--- src/rtl/serial_adder.sv ---
// Digit-serial adder: adds two WIDTH-bit operands plus carry-in, DIGIT bits per clock,
// through a registered carry, with a start/busy/done handshake.
module serial_adder #(
    parameter int unsigned WIDTH = 8,
    parameter int unsigned DIGIT = 1
) (
    input  logic             clk,
    input  logic             rst,
    input  logic             start,
    input  logic [WIDTH-1:0] a,
    input  logic [WIDTH-1:0] b,
    input  logic             cin,
    output logic             busy,
    output logic             done,
    output logic [WIDTH-1:0] sum,
    output logic             cout,
    output logic             ovf
);

    localparam int unsigned STEPS = WIDTH / DIGIT;
    localparam int unsigned CW    = $clog2(STEPS + 1);

    if ((WIDTH % DIGIT) != 0) begin : g_bad_digit
        $error("serial_adder: DIGIT must divide WIDTH exactly");
    end

    typedef enum logic [1:0] {
        S_IDLE,
        S_RUN,
        S_DONE
    } state_e;

    state_e           state_q, state_d;
    logic [WIDTH-1:0] a_q, a_d;
    logic [WIDTH-1:0] b_q, b_d;
    logic [WIDTH-1:0] sum_q, sum_d;
    logic             carry_q, carry_d;
    logic             cout_q, cout_d;
    logic             ovf_q, ovf_d;
    logic             busy_q, busy_d;
    logic             done_q, done_d;
    logic [CW-1:0]    cnt_q, cnt_d;

    logic [DIGIT-1:0] digit_sum;
    logic             digit_cout;
    logic             digit_msb_cin;
    logic             c;

    // Ripple across the low DIGIT bits; keep the carry into the digit's top bit for overflow.
    always_comb begin
        c             = carry_q;
        digit_msb_cin = carry_q;
        digit_sum     = '0;
        for (int i = 0; i < int'(DIGIT); i++) begin
            digit_msb_cin = c;
            digit_sum[i]  = a_q[i] ^ b_q[i] ^ c;
            c             = (a_q[i] & b_q[i]) | (c & (a_q[i] ^ b_q[i]));
        end
        digit_cout = c;
    end

    always_comb begin
        state_d = state_q;
        a_d     = a_q;
        b_d     = b_q;
        sum_d   = sum_q;
        carry_d = carry_q;
        cout_d  = cout_q;
        ovf_d   = ovf_q;
        cnt_d   = cnt_q;

        case (state_q)
            S_IDLE, S_DONE: begin
                if (start) begin
                    a_d     = a;
                    b_d     = b;
                    carry_d = cin;
                    cnt_d   = '0;
                    state_d = S_RUN;
                end else begin
                    state_d = S_IDLE;
                end
            end
            S_RUN: begin
                a_d     = a_q >> DIGIT;
                b_d     = b_q >> DIGIT;
                // Result digits enter at the MSB so the LSB digit lands at bit 0 after STEPS shifts.
                sum_d   = WIDTH'({digit_sum, sum_q} >> DIGIT);
                carry_d = digit_cout;
                cnt_d   = cnt_q + CW'(1);
                if (cnt_q == CW'(STEPS - 1)) begin
                    cout_d  = digit_cout;
                    ovf_d   = digit_cout ^ digit_msb_cin;
                    state_d = S_DONE;
                end
            end
            default: state_d = S_IDLE;
        endcase

        busy_d = (state_d == S_RUN);
        done_d = (state_d == S_DONE);
    end

    always_ff @(posedge clk) begin
        if (rst) begin
            state_q <= S_IDLE;
            a_q     <= '0;
            b_q     <= '0;
            sum_q   <= '0;
            carry_q <= 1'b0;
            cout_q  <= 1'b0;
            ovf_q   <= 1'b0;
            busy_q  <= 1'b0;
            done_q  <= 1'b0;
            cnt_q   <= '0;
        end else begin
            state_q <= state_d;
            a_q     <= a_d;
            b_q     <= b_d;
            sum_q   <= sum_d;
            carry_q <= carry_d;
            cout_q  <= cout_d;
            ovf_q   <= ovf_d;
            busy_q  <= busy_d;
            done_q  <= done_d;
            cnt_q   <= cnt_d;
        end
    end

    assign busy = busy_q;
    assign done = done_q;
    assign sum  = sum_q;
    assign cout = cout_q;
    assign ovf  = ovf_q;

endmodule

--- config.mk ---
export PLATFORM = sky130hd
export DESIGN_NAME = serial_adder
export DESIGN_NICKNAME = d
export VERILOG_FILES = /design/src/rtl/serial_adder.sv
export SDC_FILE = /design/constraint.sdc
export NUM_CORES = 1
export LEC_CHECK = 0
export ABC_AREA = 1
export ABC_CLOCK_PERIOD_IN_PS = 2200
export BUFFER_PORTS_ARGS = -buffer_cell sky130_fd_sc_hd__buf_4
export CAP_MARGIN = 20
export CORE_UTILIZATION = 40
export DETAILED_ROUTE_END_ITERATION = 8
export SYNTH_ARGS = -nofsm -noshare
export SYNTH_HDL_FRONTEND = slang
export SYNTH_SLANG_ARGS = --single-unit
--- constraint.sdc ---
create_clock -name clk -period 2.2 [get_ports clk]
set_input_delay 0.22 -clock clk [delete_from_list [all_inputs] [get_ports clk]]
set_output_delay 0.22 -clock clk [all_outputs]
set_load 0.03 [all_outputs]
==> metrics.csv, run 1 <==
stage,metric,value,unit
drt,drt total wl,3340,um
critical_path,critical path's top delay family,simple AND/OR/NAND/NOR gates,
synthesis,area share of the largest cell type after synthesis,41.6,%
sta,RSZ-0062 raised after global routing,false,
critical_path,kind of start point of the critical path,register,
cts,clock slew seen by the registers of the worst setup and hold paths,0.08,ns
die,horizontal die dimension,66.9,um
sta,Slew Limit Fails,0,
final_layout,end-of-flow core utilization,49.8,%
sta,Post-Route Skew,0.00822,ns
placement,number of placed instances with taps included,284,
grt,antenna violations before repair,0,
grt,layer with the highest usage,met2,
cts,CTS tree,built,
synthesis,cell count after synthesis,217,
critical_path,"most used cell, CP",sky130_fd_sc_hd__nand2_1,
die,vertical die dimension,66.9,um
drt,First DRT Iteration DRCs,72,
grt,via count of the first global-routing pass,1285,
synthesis,"EDFF count, synth",0,
placement,worst slack at placement,0.698,ns
placement,post-DP HPWL,2160,um
worst_hold_path,beginning of the worst hold path,a[7],
grt,global routing met2 resource utilization,26.1,%
grt,GRT Total Usage,17.4,%
die,starting density of the core,41.8,%
critical_path,type of the setup path with the least slack,reg2reg,
synthesis,most common flop cell mapped by yosys,sky130_fd_sc_hd__dfxtp_1,
final_layout,final-layout fill cell count,422,
sta,transition time at the pin with the least slew margin,0.436,ns
grt,maximum number of pins on one net before global-route repair,30,
sta,smallest setup slack after layout,0.711,ns
cts,# hold bufs at CTS,0,
die,full die area,4470,um^2
synthesis,xor and xnor area share after synthesis,0,%
grt,GR Layer Usage met1,22.5,%
sta,highest achievable clock rate,672,MHz
cts,count of H-tree levels built during CTS,2,
power,Worst VDD drop,0.394,mV
status,result of the run,completed,
final_layout,total inserted antenna cells,0,
sta,relative slew slack,70.9,%
cts,Num Clock Sinks,35,
synthesis,library cell occupying the most area in the post-synthesis netlist,sky130_fd_sc_hd__dfxtp_1,
drt,total number of vias,1428,
sta,setup total negative slack,0,ns
placement,weighted congestion at the end of routability-driven global placement,0.724,
job,max cap viols,0,
critical_path,endpoint type of the worst setup path,register,
synthesis,share of the yosys chip area belonging to registers,41.6,%
critical_path,"Buf+Inv Stages, Crit Path",1,
final_layout,final standard cell count with taps included and fillers excluded,292,
grt,global-route wire length before repair,5710,um
critical_path,worst path required time,2.44,ns
drt,Routed Antenna Nets,0,
synthesis,nets in the synthesized netlist,239,
sta,Final setup viols,0,
die,Floorplan Core Area,4030,um^2
synthesis,#FFs+latches synth,35,
sta,clock period minus final worst setup slack,1.49,ns
sta,Final Hold Vio Count,0,
placement,number of input and output port buffers inserted,31,
cts,source-to-sink clock delay at the later pin of the worst-skew pair,0.29,ns
drt,drt first pass iters,4,
power,power per cell area,813,nW/um^2
die,I/O pin count,32,
cts,cell at the root of the clock tree,sky130_fd_sc_hd__clkbuf_8,
critical_path,CP max stage delay,0.59,ns
critical_path,Worst setup startpoint,state_q[0]$_SDFF_PP0_,
grt,gr ovfl total,0,
critical_path,data arrival time at the worst-slack endpoint,1.73,ns
final_layout,synthesis-to-finish area growth,19.0,%
critical_path,Reg-to-Reg Start,state_q[0]$_SDFF_PP0_,
synthesis,leading cell types by total area after synthesis,"sky130_fd_sc_hd__dfxtp_1 (42%), sky130_fd_sc_hd__nand3_1 (12%), sky130_fd_sc_hd__nand2_1 (6.7%)",
synthesis,post-synthesis compound-gate area fraction,11.6,%
power,Leakage Power,0.864,nW
sta,smallest hold slack,0.179,ns
synthesis,async set-reset flop share out of synthesis,0,%
sta,post-route fraction of the period consumed by the critical path,67.7,%
critical_path,cell-by-cell listing of the critical path,"inv_4, nor2_4, nand2_2, nor2_1, nand2_1, nand2_1",
synthesis,number of synthesis warnings,0,
cts,Clock Tree Buf Depth,2,
critical_path,maximum fanout count along the critical path,17,
synthesis,most common cell in the synthesized netlist,sky130_fd_sc_hd__nand3_1,
final_layout,fraction of final layout cells with drive strength greater than 1,26.4,%
worst_hold_path,path category of the worst min-delay check,in2reg,
synthesis,area share of fa/ha/maj cells after synthesis,1.93,%
synthesis,top cells by instance count after synthesis,"sky130_fd_sc_hd__nand3_1 (42), sky130_fd_sc_hd__dfxtp_1 (35), sky130_fd_sc_hd__nand2_1 (30)",
cts,number of buffers added by the clock tree synthesis step,5,
synthesis,area share of and/or/nand/nor cells after synthesis,33.0,%
grt,global routing usage on met3,4.11,%
synthesis,mux share of post-synthesis cell area,0,%
drt,Vias per Instance,4.89,
synthesis,post-synth design cell area,1680,um^2
synthesis,number of unique standard cell types used by synthesis,24,
final_layout,number of nets in the final layout,263,
synthesis,main combinational cell family by area after synthesis,simple AND/OR/NAND/NOR gates,
cts,Post-CTS Repair Setup Buffers,0,
synthesis,mean post-synth cell area,7.76,um^2
die,count of standard-cell rows,23,
drt,final routed wire length divided by cell count,11.4,um
drt,post-detailed-route DRC marker count,0,
cts,Resized cells post-CTS,0,
critical_path,"Max stage delay cell, worst path",sky130_fd_sc_hd__dfxtp_1,
## worst min-delay path, stage by stage
cell and delay [ns]:
sky130_fd_sc_hd__buf_4 0.11, sky130_fd_sc_hd__nand2_1 0.05, sky130_fd_sc_hd__a21oi_1 0.05
## per-layer routing
layer,up-vias,wire length (um)
met1,634,1690
met3,6,174
met5,-,0
met4,0,51
li1,748,-
met2,40,1430
## kinds of logic after synthesis
| kind of cell | count (synthesis) |
|---|---|
| flops | 35 |
| simple gates | 110 |
| buf+inv | 37 |
| compound gates | 33 |
| fa+ha+maj | 2 |
## metrics by stage
step	total power, mW	instance area [um^2]
after floorplan	0.899	1680
after global placement	0.954	1870
after detailed placement	0.955	1870
after CTS	1.65	2000
after global routing	1.70	2000
final	1.63	2000
## cell usage in the layout (no fill, tap or decap)
cell,n
sky130_fd_sc_hd__nor2_4,1
sky130_fd_sc_hd__nand3_2,10
sky130_fd_sc_hd__nor2_2,1
sky130_fd_sc_hd__nand3_1,42
sky130_fd_sc_hd__clkbuf_8,5
sky130_fd_sc_hd__clkbuf_1,1
sky130_fd_sc_hd__bufinv_16,2
sky130_fd_sc_hd__nand2_4,2
sky130_fd_sc_hd__nor2_1,23
sky130_fd_sc_hd__a21oi_1,15
sky130_fd_sc_hd__inv_4,1
sky130_fd_sc_hd__buf_4,32
sky130_fd_sc_hd__dfxtp_1,35
sky130_fd_sc_hd__nand2_2,1
sky130_fd_sc_hd__inv_1,20
sky130_fd_sc_hd__nand2_1,30
sky130_fd_sc_hd__o21ai_0,10
sky130_fd_sc_hd__ha_1,1
sky130_fd_sc_hd__a21oi_2,8
sky130_fd_sc_hd__inv_2,1
sky130_fd_sc_hd__fa_1,1
## registers in the layout (all words and copies together) (netlist names)
| name | cells |
|---|---|
| a_q | 8 |
| b_q | 8 |
| busy | 1 |
| carry_q | 1 |
| cnt_q | 4 |
| cout | 1 |
| done | 1 |
| ovf | 1 |
| state_q | 2 |
| sum | 8 |
## worst paths after layout
| kind | endpoint | slack [ns] | cells past startpoint |
|---|---|---|---|
| worst max-delay path | cout$_SDFFE_PP0P_ | 0.71 | 6 |
| worst min-delay path | a_q[7]$_SDFFE_PP0P_ | 0.18 | 3 |
| worst max register to register | cout$_SDFFE_PP0P_ | 0.71 | 6 |
| worst min register to register | cout$_SDFFE_PP0P_ | 0.48 | 2 |
## power breakdown
group | internal [mW] | leakage, nW | total (mW) | switching [mW]
registers | 0.674 | 0.287 | 0.705 | 0.0313
clock network | 0.453 | 0.0654 | 0.691 | 0.238
logic | 0.0912 | 0.512 | 0.233 | 0.142
## layout make-up
| type | count | area [um^2] | share of cell area (%) |
|---|---|---|---|
| clock inverter | 2 | 60.1 | 3.00 |
| clock buffer | 6 | 72.6 | 3.62 |
| tap | 50 | 62.6 | 3.12 |
| sequential | 35 | 701 | 35.0 |
| timing repair buffer | 32 | 240 | 12.0 |
| multi-input combinational | 145 | 783 | 39.1 |
| inverter | 22 | 85.1 | 4.24 |
(Power assumes the default switching activity.)
==> run 2: changes to the inputs <==
Settings changed: ABC_CLOCK_PERIOD_IN_PS 2200 to 1200.
Clock period 2.2 ns to 1.2 ns, I/O delays scaled along.
==> metrics.csv, run 2 (synthesis gave the netlist of run 1 again) <==
stage,metric,value,unit,change
cts,count of H-tree levels built during CTS,2,,unchanged
final_layout,synthesis-to-finish area growth,25.0,%,was 19.0%
placement,weighted congestion at the end of routability-driven global placement,0.793,,was 0.724
cts,source-to-sink clock delay at the later pin of the worst-skew pair,0.29,ns,about the same
critical_path,"Buf+Inv Stages, Crit Path",1,,unchanged
drt,Routed Antenna Nets,0,,unchanged
power,cell internal pwr,1.87,mW,was 1.22 mW
die,full die area,4470,um^2,unchanged
job,max cap viols,0,,unchanged
sta,Post-Route Skew,0.00702,ns,was 0.00822 ns
power,fraction of power spent switching nets,28.4,%,was 25.2%
critical_path,maximum fanout count along the critical path,4,,was 17
status,result of the run,completed,,unchanged
worst_hold_path,path category of the worst min-delay check,in2reg,,unchanged
drt,Vias per Instance,4.78,,was 4.89
power,Leakage Power,0.925,nW,was 0.864 nW
critical_path,CP max stage delay,0.42,ns,was 0.59 ns
power,share of power burned in combinational logic,19.5,%,was 14.3%
cts,Num Clock Sinks,35,,unchanged
sta,RSZ-0062 raised after global routing,true,,was false
final_layout,end-of-flow core utilization,52.2,%,was 49.8%
drt,post-detailed-route DRC marker count,0,,unchanged
sta,Final setup viols,0,,unchanged
cts,number of buffers added by the clock tree synthesis step,5,,unchanged
critical_path,cell-by-cell listing of the critical path,"fa_2, inv_2, nand2_2, nand2_1, nand3_1, nand2_1, nor2_1",,"was inv_4, nor2_4, nand2_2, nor2_1, nand2_1, nand2_1"
power,Worst VDD drop,0.496,mV,was 0.394 mV
sta,transition time at the pin with the least slew margin,0.362,ns,was 0.436 ns
final_layout,final standard cell count with taps included and fillers excluded,309,,was 292
power,sw power,739,uW,was 411 uW
critical_path,data arrival time at the worst-slack endpoint,1.35,ns,was 1.73 ns
grt,antenna violations before repair,0,,unchanged
placement,number of input and output port buffers inserted,31,,unchanged
grt,gr ovfl total,0,,unchanged
cts,Clock Tree Buf Depth,2,,unchanged
final_layout,number of nets in the final layout,280,,was 263
grt,via count of the first global-routing pass,1429,,was 1285
sta,smallest setup slack after layout,0.0249,ns,was 0.711 ns
critical_path,endpoint type of the worst setup path,register,,unchanged
grt,GRT Total Usage,18.8,%,was 17.4%
die,I/O pin count,32,,unchanged
power,power per cell area,1240,nW/um^2,was 813 nW/um^2
final_layout,"commonest cells after routing, fill and taps aside","sky130_fd_sc_hd__buf_4 (48), sky130_fd_sc_hd__nand3_1 (42), sky130_fd_sc_hd__dfxtp_1 (32)",,"was sky130_fd_sc_hd__nand3_1 (42), sky130_fd_sc_hd__dfxtp_1 (35), sky130_fd_sc_hd__buf_4 (32)"
die,Floorplan Core Area,4030,um^2,unchanged
drt,drt total wl,3500,um,was 3340 um
placement,worst slack at placement,-0.0381,ns,was 0.698 ns
critical_path,"Max stage delay cell, worst path",sky130_fd_sc_hd__fa_2,,was sky130_fd_sc_hd__dfxtp_1
drt,total number of vias,1477,,was 1428
critical_path,worst path required time,1.38,ns,was 2.44 ns
die,count of standard-cell rows,23,,unchanged
sta,clock period minus final worst setup slack,1.18,ns,was 1.49 ns
drt,final routed wire length divided by cell count,11.3,um,was 11.4 um
power,Clk network pwr share,31.2,%,was 42.4%
placement,post-DP HPWL,2390,um,was 2160 um
cts,# hold bufs at CTS,0,,unchanged
sta,Final Hold Vio Count,0,,unchanged
power,register share of total power,49.3,%,was 43.3%
die,horizontal die dimension,66.9,um,unchanged
critical_path,critical path's top delay family,adder cells,,was simple AND/OR/NAND/NOR gates
sta,post-route fraction of the period consumed by the critical path,97.9,%,was 67.7%
drt,drt first pass iters,4,,unchanged
final_layout,final-layout fill cell count,431,,was 422
final_layout,"commonest non-fill, non-tap cell in the layout",sky130_fd_sc_hd__buf_4,,was sky130_fd_sc_hd__nand3_1
grt,global-route wire length before repair,6220,um,was 5710 um
sta,setup total negative slack,0,ns,unchanged
sta,highest achievable clock rate,851,MHz,was 672 MHz
power,final total power,2.61,mW,was 1.63 mW
sta,Slew Limit Fails,0,,unchanged
final_layout,fraction of final layout cells with drive strength greater than 1,33.6,%,was 26.4%
die,starting density of the core,41.8,%,unchanged
sta,relative slew slack,75.8,%,was 70.9%
cts,clock slew seen by the registers of the worst setup and hold paths,0.07,ns,was 0.08 ns
die,vertical die dimension,66.9,um,unchanged
critical_path,kind of start point of the critical path,register,,unchanged
drt,First DRT Iteration DRCs,44,,was 72
cts,CTS tree,built,,unchanged
cts,cell at the root of the clock tree,sky130_fd_sc_hd__clkbuf_8,,unchanged
critical_path,"most used cell, CP",sky130_fd_sc_hd__nand2_1,,unchanged
placement,number of placed instances with taps included,301,,was 284
final_layout,total inserted antenna cells,0,,unchanged
critical_path,type of the setup path with the least slack,reg2reg,,unchanged
grt,maximum number of pins on one net before global-route repair,17,,was 30
[run 2: cell type report]
class,count,area [um^2],share of cell area (%)
Clock buffer,7,76.3,3.63
Clock inverter,1,5.00,0.238
Sequential cell,35,704,33.5
Multi-Input combinational cell,145,791,37.6
Timing Repair Buffer,49,380,18.1
Tap cell,50,62.6,2.97
Inverter,22,85.1,4.04
[run 2: final timing paths]
check        depth (start not counted)            startpoint             endpoint  slack [ns]
max                                  7  carry_q$_SDFFE_PP0P_     ovf$_SDFFE_PP0P_        0.02
min                                  3                  b[7]  b_q[7]$_SDFFE_PP0P_         0.1
max reg2reg                          7  carry_q$_SDFFE_PP0P_     ovf$_SDFFE_PP0P_        0.02
min reg2reg                          2   sum[0]$_SDFFE_PP0P_  sum[0]$_SDFFE_PP0P_        0.48
[run 2: metal layers]
layer,up-vias,global-route usage [%],share of wire (%)
met1,649,21.6,50
met4,0,7.98,1.3
met2,35,32.3,44
li1,788,-,-
met3,5,5.31,5.0
met5,-,0,0
[run 2: tightest hold or removal path, cell delays in order]
cell and delay, ns:
sky130_fd_sc_hd__buf_4 0.11, sky130_fd_sc_hd__nand2_1 0.05, sky130_fd_sc_hd__a21oi_1 0.05
[run 2: repair_timing]
action / 4_1_cts / 5_1_grt
pin swaps: 0 / 3
gates resized for setup: 1 / 6
setup endpoints to repair: 1 / 20
endpoints found under the hold margin: 0 / 0
setup buffers: 0 / 0
[run 2: power by group through the flow]
stage	Combinational (mW)	Clock (mW)	Sequential [mW]
2_1_floorplan	0.297	0	1.35
3_3_place_gp	0.504	0	1.31
3_5_place_dp	0.508	0	1.31
4_1_cts	0.510	0.843	1.28
5_1_grt	0.574	0.881	1.30
6_report	0.508	0.812	1.29
[run 2: metrics by stage]
step / hold WS, ns / instance area (um^2)
after floorplan: 0.267 / 1680
after global placement: 0.394 / 2010
after detailed placement: 0.397 / 2010
after CTS: 0.0891 / 2100
after global routing: 0.0999 / 2100
final: 0.0961 / 2100
